<file path="src/rtl/riscv_ctrl_pkg.sv">
// Shared types for the multicycle RISC-V controller: FSM states, opcodes,
// datapath select encodings and the per-state control vector.
package riscv_ctrl_pkg;

  typedef enum logic [3:0] {
    S_FETCH, S_DECODE, S_MEMADR, S_MEMREAD, S_MEMWB, S_MEMWRITE,
    S_EXECR, S_EXECI, S_ALUWB, S_JAL, S_BEQ
  } state_t;

  localparam logic [6:0] OP_LOAD  = 7'b0000011;
  localparam logic [6:0] OP_STORE = 7'b0100011;
  localparam logic [6:0] OP_RTYPE = 7'b0110011;
  localparam logic [6:0] OP_ITYPE = 7'b0010011;
  localparam logic [6:0] OP_JAL   = 7'b1101111;
  localparam logic [6:0] OP_BEQ   = 7'b1100011;

  typedef enum logic [1:0] {RES_ALUOUT = 2'b00, RES_DATA = 2'b01, RES_ALURESULT = 2'b10} result_src_t;
  typedef enum logic [1:0] {SRCA_PC = 2'b00, SRCA_OLDPC = 2'b01, SRCA_RD1 = 2'b10} alu_src_a_t;
  typedef enum logic [1:0] {SRCB_RD2 = 2'b00, SRCB_IMM = 2'b01, SRCB_FOUR = 2'b10} alu_src_b_t;
  typedef enum logic [1:0] {IMM_I = 2'b00, IMM_S = 2'b01, IMM_B = 2'b10, IMM_J = 2'b11} imm_src_t;

  typedef enum logic [2:0] {
    ALU_ADD = 3'b000, ALU_SUB = 3'b001, ALU_AND = 3'b010, ALU_OR = 3'b011, ALU_SLT = 3'b101
  } alu_control_t;

  // Which ALU operation a state asks for; DECODED defers to the alu_decoder.
  typedef enum logic [1:0] {ALUSEL_ADD, ALUSEL_SUB, ALUSEL_DECODED} alu_sel_t;

  typedef struct packed {
    logic        adr_src;
    logic        mem_write;
    logic        ir_write;
    logic        reg_write;
    logic        pc_update;
    logic        branch;
    result_src_t result_src;
    alu_src_a_t  alu_src_a;
    alu_src_b_t  alu_src_b;
    alu_sel_t    alu_sel;
  } ctrl_t;

  function automatic ctrl_t state_ctrl(state_t s);
    ctrl_t c;
    c = '0;
    case (s)
      S_FETCH: begin
        c.ir_write   = 1'b1;
        c.alu_src_b  = SRCB_FOUR;
        c.result_src = RES_ALURESULT;
        c.pc_update  = 1'b1;
      end
      S_DECODE: begin
        c.alu_src_a = SRCA_OLDPC;
        c.alu_src_b = SRCB_IMM;
      end
      S_MEMADR: begin
        c.alu_src_a = SRCA_RD1;
        c.alu_src_b = SRCB_IMM;
      end
      S_MEMREAD:  c.adr_src = 1'b1;
      S_MEMWB: begin
        c.result_src = RES_DATA;
        c.reg_write  = 1'b1;
      end
      S_MEMWRITE: begin
        c.adr_src   = 1'b1;
        c.mem_write = 1'b1;
      end
      S_EXECR: begin
        c.alu_src_a = SRCA_RD1;
        c.alu_sel   = ALUSEL_DECODED;
      end
      S_EXECI: begin
        c.alu_src_a = SRCA_RD1;
        c.alu_src_b = SRCB_IMM;
        c.alu_sel   = ALUSEL_DECODED;
      end
      S_ALUWB:    c.reg_write = 1'b1;
      S_JAL: begin
        c.alu_src_a = SRCA_OLDPC;
        c.alu_src_b = SRCB_FOUR;
        c.pc_update = 1'b1;
      end
      S_BEQ: begin
        c.alu_src_a = SRCA_RD1;
        c.alu_sel   = ALUSEL_SUB;
        c.branch    = 1'b1;
      end
      default: c = '0;
    endcase
    return c;
  endfunction

endpackage

</file>
<file path="src/rtl/multicycle_ctrl_if.sv">
// Instruction-field inputs and datapath control outputs of the multicycle controller.
interface multicycle_ctrl_if;
  logic [6:0] op;
  logic [2:0] funct3;
  logic       funct7b5;
  logic       zero;

  logic       pc_write;
  logic       adr_src;
  logic       mem_write;
  logic       ir_write;
  logic       reg_write;
  logic [1:0] result_src;
  logic [1:0] alu_src_a;
  logic [1:0] alu_src_b;
  logic [1:0] imm_src;
  logic [2:0] alu_control;
  logic       illegal_op;

  modport master (
    output op, funct3, funct7b5, zero,
    input  pc_write, adr_src, mem_write, ir_write, reg_write,
           result_src, alu_src_a, alu_src_b, imm_src, alu_control, illegal_op
  );

  modport slave (
    input  op, funct3, funct7b5, zero,
    output pc_write, adr_src, mem_write, ir_write, reg_write,
           result_src, alu_src_a, alu_src_b, imm_src, alu_control, illegal_op
  );
endinterface

</file>
<file path="src/rtl/alu_decoder.sv">
// Maps funct3/funct7b5/op to the ALU operation for R-type and I-type ALU instructions.
module alu_decoder
  import riscv_ctrl_pkg::*;
(
  input  logic [6:0]   i_op,
  input  logic [2:0]   i_funct3,
  input  logic         i_funct7b5,
  output alu_control_t o_alu_control
);

  always_comb begin
    // NOTE: default first so every path assigns the output and no latch is inferred.
    o_alu_control = ALU_ADD;
    case (i_funct3)
      3'b000:  if (i_op == OP_RTYPE && i_funct7b5) o_alu_control = ALU_SUB;
      3'b010:  o_alu_control = ALU_SLT;
      3'b110:  o_alu_control = ALU_OR;
      3'b111:  o_alu_control = ALU_AND;
      default: o_alu_control = ALU_ADD;
    endcase
  end

endmodule

</file>
<file path="src/rtl/multicycle_ctrl.sv">
// Moore FSM controller for a multicycle RISC-V datapath (lw, sw, R/I ALU, jal, beq).
// Control outputs are registered from the next state so they align with the state register.
module multicycle_ctrl
  import riscv_ctrl_pkg::*;
(
  input  logic               clk,
  input  logic               rst,
  multicycle_ctrl_if.slave   bus
);

  state_t       r_state;
  state_t       w_next;
  ctrl_t        r_ctrl;
  alu_control_t w_dec_alu;
  alu_control_t w_alu_control;
  imm_src_t     w_imm_src;

  alu_decoder u_alu_decoder (
    .i_op          (bus.op),
    .i_funct3      (bus.funct3),
    .i_funct7b5    (bus.funct7b5),
    .o_alu_control (w_dec_alu)
  );

  always_comb begin
    w_next = S_FETCH;
    case (r_state)
      S_FETCH:  w_next = S_DECODE;
      S_DECODE: begin
        case (bus.op)
          OP_LOAD, OP_STORE: w_next = S_MEMADR;
          OP_RTYPE:          w_next = S_EXECR;
          OP_ITYPE:          w_next = S_EXECI;
          OP_JAL:            w_next = S_JAL;
          OP_BEQ:            w_next = S_BEQ;
          default:           w_next = S_FETCH;
        endcase
      end
      S_MEMADR:                  w_next = (bus.op == OP_LOAD) ? S_MEMREAD : S_MEMWRITE;
      S_MEMREAD:                 w_next = S_MEMWB;
      S_EXECR, S_EXECI, S_JAL:   w_next = S_ALUWB;
      default:                   w_next = S_FETCH;
    endcase
  end

  // Reset loads FETCH selects; enables that are 1 in FETCH are masked by rst below.
  always_ff @(posedge clk or posedge rst) begin
    if (rst) begin
      // NOTE: non-blocking assignments keep state and outputs updating together at the edge.
      r_state <= S_FETCH;
      r_ctrl  <= state_ctrl(S_FETCH);
    end else begin
      r_state <= w_next;
      r_ctrl  <= state_ctrl(w_next);
    end
  end

  always_comb begin
    case (bus.op)
      OP_STORE: w_imm_src = IMM_S;
      OP_BEQ:   w_imm_src = IMM_B;
      OP_JAL:   w_imm_src = IMM_J;
      default:  w_imm_src = IMM_I;
    endcase
  end

  always_comb begin
    case (r_ctrl.alu_sel)
      ALUSEL_SUB:     w_alu_control = ALU_SUB;
      ALUSEL_DECODED: w_alu_control = w_dec_alu;
      default:        w_alu_control = ALU_ADD;
    endcase
  end

  assign bus.pc_write    = ~rst & (r_ctrl.pc_update | (r_ctrl.branch & bus.zero));
  assign bus.ir_write    = ~rst & r_ctrl.ir_write;
  assign bus.mem_write   = ~rst & r_ctrl.mem_write;
  assign bus.reg_write   = ~rst & r_ctrl.reg_write;
  assign bus.illegal_op  = ~rst & (r_state == S_DECODE) & (w_next == S_FETCH);
  assign bus.adr_src     = r_ctrl.adr_src;
  assign bus.result_src  = r_ctrl.result_src;
  assign bus.alu_src_a   = r_ctrl.alu_src_a;
  assign bus.alu_src_b   = r_ctrl.alu_src_b;
  assign bus.imm_src     = w_imm_src;
  assign bus.alu_control = w_alu_control;

endmodule

</file>
<file path="src/flat_wrapper.sv">
// flat-port wrapper written by rule: the top's interface ports become plain ports
module multicycle_ctrl_flat import riscv_ctrl_pkg::*;
  (clk, rst, bus_op, bus_funct3, bus_funct7b5, bus_zero, bus_pc_write, bus_adr_src, bus_mem_write, bus_ir_write, bus_reg_write, bus_result_src, bus_alu_src_a, bus_alu_src_b, bus_imm_src, bus_alu_control, bus_illegal_op);
  multicycle_ctrl_if bus_i ();
  input  logic clk;
  input  logic rst;
  input wire logic [$bits(bus_i.op)-1:0] bus_op;
  input wire logic [$bits(bus_i.funct3)-1:0] bus_funct3;
  input wire logic [$bits(bus_i.funct7b5)-1:0] bus_funct7b5;
  input wire logic [$bits(bus_i.zero)-1:0] bus_zero;
  output wire logic [$bits(bus_i.pc_write)-1:0] bus_pc_write;
  output wire logic [$bits(bus_i.adr_src)-1:0] bus_adr_src;
  output wire logic [$bits(bus_i.mem_write)-1:0] bus_mem_write;
  output wire logic [$bits(bus_i.ir_write)-1:0] bus_ir_write;
  output wire logic [$bits(bus_i.reg_write)-1:0] bus_reg_write;
  output wire logic [$bits(bus_i.result_src)-1:0] bus_result_src;
  output wire logic [$bits(bus_i.alu_src_a)-1:0] bus_alu_src_a;
  output wire logic [$bits(bus_i.alu_src_b)-1:0] bus_alu_src_b;
  output wire logic [$bits(bus_i.imm_src)-1:0] bus_imm_src;
  output wire logic [$bits(bus_i.alu_control)-1:0] bus_alu_control;
  output wire logic [$bits(bus_i.illegal_op)-1:0] bus_illegal_op;
  assign bus_i.op = bus_op;
  assign bus_i.funct3 = bus_funct3;
  assign bus_i.funct7b5 = bus_funct7b5;
  assign bus_i.zero = bus_zero;
  assign bus_pc_write = bus_i.pc_write;
  assign bus_adr_src = bus_i.adr_src;
  assign bus_mem_write = bus_i.mem_write;
  assign bus_ir_write = bus_i.ir_write;
  assign bus_reg_write = bus_i.reg_write;
  assign bus_result_src = bus_i.result_src;
  assign bus_alu_src_a = bus_i.alu_src_a;
  assign bus_alu_src_b = bus_i.alu_src_b;
  assign bus_imm_src = bus_i.imm_src;
  assign bus_alu_control = bus_i.alu_control;
  assign bus_illegal_op = bus_i.illegal_op;
  multicycle_ctrl u_core (.clk(clk), .rst(rst), .bus(bus_i));
endmodule
</file>
<file path="config.mk">
export PLATFORM = sky130hd
export DESIGN_NAME = multicycle_ctrl_flat
export DESIGN_NICKNAME = d
export VERILOG_FILES = /design/src/rtl/riscv_ctrl_pkg.sv /design/src/rtl/multicycle_ctrl_if.sv /design/src/rtl/alu_decoder.sv /design/src/rtl/multicycle_ctrl.sv /design/src/flat_wrapper.sv
export SDC_FILE = /design/constraint.sdc
export NUM_CORES = 1
export LEC_CHECK = 0
export ABC_AREA = 1
export CAP_MARGIN = 10
export CORE_MARGIN = 2
export CORE_UTILIZATION = 40
export CTS_BUF_LIST = sky130_fd_sc_hd__clkbuf_4 sky130_fd_sc_hd__clkbuf_8
export DETAILED_ROUTE_END_ITERATION = 12
export PLACE_DENSITY = 0.74
export SYNTH_ARGS = -nofsm -noshare
export SYNTH_HDL_FRONTEND = slang
export SYNTH_SLANG_ARGS = --single-unit
</file>
<file path="constraint.sdc">
create_clock -name clk -period 3.9 [get_ports clk]
set_input_delay 0.78 -clock clk [delete_from_list [all_inputs] [get_ports clk]]
set_output_delay 0.78 -clock clk [all_outputs]
set_load 0.02 [all_outputs]
</file>
---- After elaboration in Yosys (flattened, before gate mapping) ----
Index checks and enable logic that the tools add are counted.
W data, S select, Z words.
word-level totals
  bits in registers ....................... 18
  latch bits .............................. 0
  memory bits (writable) .................. 0
  bits in read-only memories .............. 0
  output and inout bits ................... 17
  memories kept ........................... 0
operators by class
  $add $sub $neg .......................... 0
  multiply operators ...................... 0
  div/mod/pow operators ................... 0
  $lt $le $gt $ge ......................... 0
  equality and inequality tests ........... 27
  shifts and indexed selects .............. 0
  mux-type cells .......................... 17
  bitwise gates (word level) .............. 9
  reductions and logical operators ........ 13
operator list
  operator              number
  $pmux W4 S5           2
  $eq A4 B3 Y1 const B  6
  $eq A4 B2 Y1 const B  4
  $eq A4 B4 Y1 const B  4
  $pmux W2 S2           4
  $eq A7 B6 Y1 const B  2
  $eq A7 B7 Y1 const B  2
  $pmux W3 S4           1
  $reduce_or A2 Y1      6
  $eq A4 B1 Y1 const B  2
  $logic_not A4 Y1      2
  $and A1 B1 Y1         7
  $eq A7 B2 Y1 const B  1
  $eq A7 B5 Y1 const B  1
  $mux W1               7
  $eq A3 B3 Y1 const B  2
  $pmux W2 S3           1
  $pmux W3 S2           1
  $reduce_or A3 Y1      2
  $reduce_or A4 Y1      1
  $eq A3 B2 Y1 const B  1
  $logic_not A3 Y1      1
  $mux W3               1
  $eq A2 B1 Y1 const B  1
  other kinds (4)       4

---- Longest topological paths before layout ----
  depth after elaboration ................. 7
  gate-level depth with buffers ........... 10
  depth with buffers taken out ............ 10

---- Modules after synthesis ----
A second synthesis with hierarchy kept.
unflattened totals
  cells, all modules ...................... 139
  area, all modules ....................... 1,054.8 um^2
by module, submodules not included
  module           times used  cells an instance  area an instance (um^2)  sequential area each (um^2)
  multicycle_ctrl  1           122                989.7                    404.1
  alu_decoder      1           17                 65.1                     0.0

---- Worst setup path after synthesis ----
OpenSTA, ideal clock, no wires.
  kind .................................... input port to output port
  start point ............................. in bus_op[0]
  end point ............................... out bus_illegal_op
  arrival ................................. 1.741 ns
  data required time ...................... 3.120 ns
  setup slack ............................. 1.379 ns
  stages on the path ...................... 9
  path buffers ............................ 0
  path through ............................ nand2_1 nor2_1 nand2_4 nand2_2 nand2_2 nand2_2 nor2_4 nand2_4 nor2_2
between the ends
  longest elaborated chain between the ends .. 6
  elaborated cells on any way between the ends .. 12
  classes of those cells .................. eq/ne (6); mux (3); bitwise (1); reduce/logical (2)
RTL lines
  element                                       line                   text
  from (decl)                                   flat_wrapper.sv:7      input wire logic [$bits(bus_i.op)-1:0] bus_op;
  $eq A7 B6 Y1 or $eq A7 B2 Y1 (tied branches)  multicycle_ctrl.sv:30  case (bus.op)
  $reduce_or A2 Y1                              multicycle_ctrl.sv:30
  $pmux W4 S5 *                                 multicycle_ctrl.sv:30
  $pmux W4 S5 *                                 multicycle_ctrl.sv:27  case (r_state)
  named net u_core.w_next[3]                    multicycle_ctrl.sv:12  state_t w_next;
  $logic_not A4 Y1 *                            multicycle_ctrl.sv:79  assign bus.illegal_op = ~rst & (r_state == S_DECODE) & (w_next == S_FETCH);
  $and A1 B1 Y1 *                               multicycle_ctrl.sv:79
  to (decl)                                     flat_wrapper.sv:21     output wire logic [$bits(bus_i.illegal_op)-1:0] bus_illegal_op;
Mark *: on every way through the listed nets, which the timed path passes. The rest lies on a longest branch.

---- Final worst setup path ----
  start point ............................. in bus_op[4]
  end point ............................... out bus_illegal_op
The elaborated chain is that of the path after synthesis.

==> impl_metrics.tcl <==
set metrics [dict create \
    setup-violations-final 0 \
    synth_fp_nets 149 \
    grt_pass1_wl_mm 3.305 \
    hpwlAfterDp_mm 1.649 \
    path_clk_slew_ns 0.09 \
    fin_skew_ns 0.003553 \
    clockRootBuffer "clkbuf_4" \
    fin_crit_sh_pct 90.98 \
    post-route-util_pct 55.81 \
    routabilityCongestion 0.8559 \
    fmax_mhz 281.8 \
    grt_pass1_vias 810 \
    areaGrowthSynthToFinish_pct 32.18 \
    portBuffers 30 \
    yosys-top-cells-count "20 x nand2_1, 18 x inv_1, 18 x nor2_1" \
    synth-seq-area-share_pct 38.64 \
    die_area_um2 3040 \
    critPathCaptureType "primary output" \
    rsz0062_at_grt "no" \
    viasPerCell 4.609 \
    fin_ws_ns 0.3518 \
    synth_most_common_cell "nand2_1" \
    fp-row-count 18 \
    fp.dieW_um 55.14 \
    ios 31 \
    ys_ff_latch 16 \
    dp_slack_ns 0.3343 \
    grt_max_degree 17 \
    tightest_slew_ns 0.2767 \
    setup.worst_path.class "in -> out" \
    dpl_cell_area_um2 1346 \
    drc 0 \
    core_um2 2477 \
    start_kind "input port" \
    ys_types 27 \
    drv_cap 0 \
    grt-ovfl-total 0 \
    async_flop_share_pct 100.0 \
    fp.dieH_um 55.14 \
    cts_sinks 16 \
    synth_cells 133 \
    power.density_nw_per_um2 451.3 \
    crit_chain "clkdlybuf4s50_1, inv_2, nand2_2, nor2_2, nand2_4, nand2_1, nand2_2, nand2_4, nor2_2, nand2_4, nor2_2, clkdlybuf4s50_1" \
    fin_area_um2 1383 \
    cts_resized 0 \
    crit_required_ns 3.12 \
    antenna_found_initial 0 \
    total_leakage_power_nw 0.6449 \
    synth_warnings 0 \
    clock_path_buffers 2 \
    drive_above_1_share_pct 26.54 \
    holdBufCountCts 0 \
    fill_cells 232 \
    period_minus_slack_ns 3.548 \
    cts_setup_buffers 0 \
    cp.arrival_ns 2.77 \
    postRouteAntennaNets 0 \
    hold_violations 0 \
    nets 179 \
    diodes 0 \
    synth.area.top_cells "dfrtp_1 31%, dfstp_2 7.5%, nand2_1 7.2%" \
    initial_core_util_pct 42.22 \
    critPathMaxStageDelay_ns 0.61 \
    path_max_fanout 5 \
    wl_per_cell_um 10.44 \
    gr-usage-all-layers_pct 15.47 \
    vdd_drop_max_mv 0.2350 \
    insertion_delay_ns 0.29 \
    finalWirelength_mm 2.004 \
    final-max-slew-violation-count 0 \
    cpMaxStageDelayCell "clkdlybuf4s50_1" \
    min_path_type "reg -> reg" \
    cts_tree "built" \
    drt_iter0_markers 19 \
    setup_tns_ns 0 \
    status "finished clean" \
    synth_area_um2 1046 \
    via_count 885 \
    netlist.area_leader.share_pct 31.10 \
    syn_area_per_cell_um2 7.865 \
    firstDrtPassIters 4 \
    cts-htree-levels 1 \
    power_w 0.0006240 \
    synthFlopType "dfrtp_1" \
    slew_headroom_pct 81.41 \
    cts_buffers 3 \
    synth_top_area_cell "dfrtp_1" \
    synth-edff-count 0 \
]
## routing by layer
layer  GRT usage [%]  up-vias  wire [um]
met2           26.98       25        980
met3          0.8065        2         95
met1           18.99      392        909
li1                -      466          -
met4           8.537        0         19
met5               0        -          0
## stage by stage
| step | hold slack [ns] | cells |
|---|---|---|
| floorplan | 0.5568 | 133 |
| global placement | 0.5979 | 188 |
| detailed placement | 0.5907 | 188 |
| CTS | 0.6061 | 192 |
| global route | 0.6346 | 192 |
| finish | 0.6021 | 192 |
## report_power, final
group          switching (W)  internal (W)
sequential         0.0000165      0.000211
combinational       0.000168      0.000119
clock              0.0000531     0.0000569
## final cells by class
| class | instances | area [um2] | share of cell area, % |
|---|---|---|---|
| multi-input cells | 84 | 493.0 | 35.66 |
| clock buffers | 4 | 36.28 | 2.624 |
| well taps | 30 | 37.54 | 2.715 |
| repair buffers | 31 | 307.8 | 22.26 |
| flip-flops and latches | 16 | 404.1 | 29.23 |
| inverters | 27 | 103.9 | 7.511 |
## flip-flops by register name, indices dropped and copies added, names as in the netlist
signal                 flops
u_core.r_ctrl              6
u_core.bus.alu_src_a       2
u_core.bus.alu_src_b       2
u_core.bus.result_src      1
u_core.r_state             4
u_core.bus.adr_src         1
## worst paths after layout
path | startpoint | endpoint | slack, ns | cells after the start
max in group asynchronous | rst | u_core.r_ctrl[9]$_DFF_PP1_ | 2.73 | 3
max | bus_op[4] | bus_illegal_op | 0.35 | 12
min | u_core.r_state[3]$_DFF_PP0_ | u_core.bus.alu_src_b[0]$_DFF_PP0_ | 0.60 | 3
max reg2reg | u_core.r_state[2]$_DFF_PP0_ | u_core.bus.alu_src_b[0]$_DFF_PP0_ | 2.49 | 8
min reg2reg | u_core.r_state[3]$_DFF_PP0_ | u_core.bus.alu_src_b[0]$_DFF_PP0_ | 0.60 | 3
min in group asynchronous | rst | u_core.bus.alu_src_a[1]$_DFF_PP0_ | 0.93 | 3
## worst max-delay path, delay by kind of cell
family        cells  cell delay (ns)
simple gates      9             0.76
buf+inv           3             1.22
## placed cells by master, fill, tap and decap left out, types with 2 or more instances in the layout
cell and instances:
nand2_1 20, ha_1 2, nor2_2 5, clkbuf_4 3
nand2_2 8, nor3_1 3, nor2_1 18, nand3_1 5
dfstp_2 3, o21ai_2 4, nand2_4 3, nor2_4 2
inv_1 18, inv_2 8, dfrtp_1 13, a21oi_1 3
o21ai_0 2, clkdlybuf4s50_1 30
## cell families (layout without fill, tap and decap cells)
kind of cell,count (synthesis),in the layout,synth area share (%)
AO/OA/AOI/OAI,13,13,9.450
buffers and inverters,33,62,14.23
flip-flops,16,16,38.64
adder cells (fa/ha/maj),2,2,2.392
AND/OR/NAND/NOR,69,69,35.29
Power figures use the tool's default switching activity.
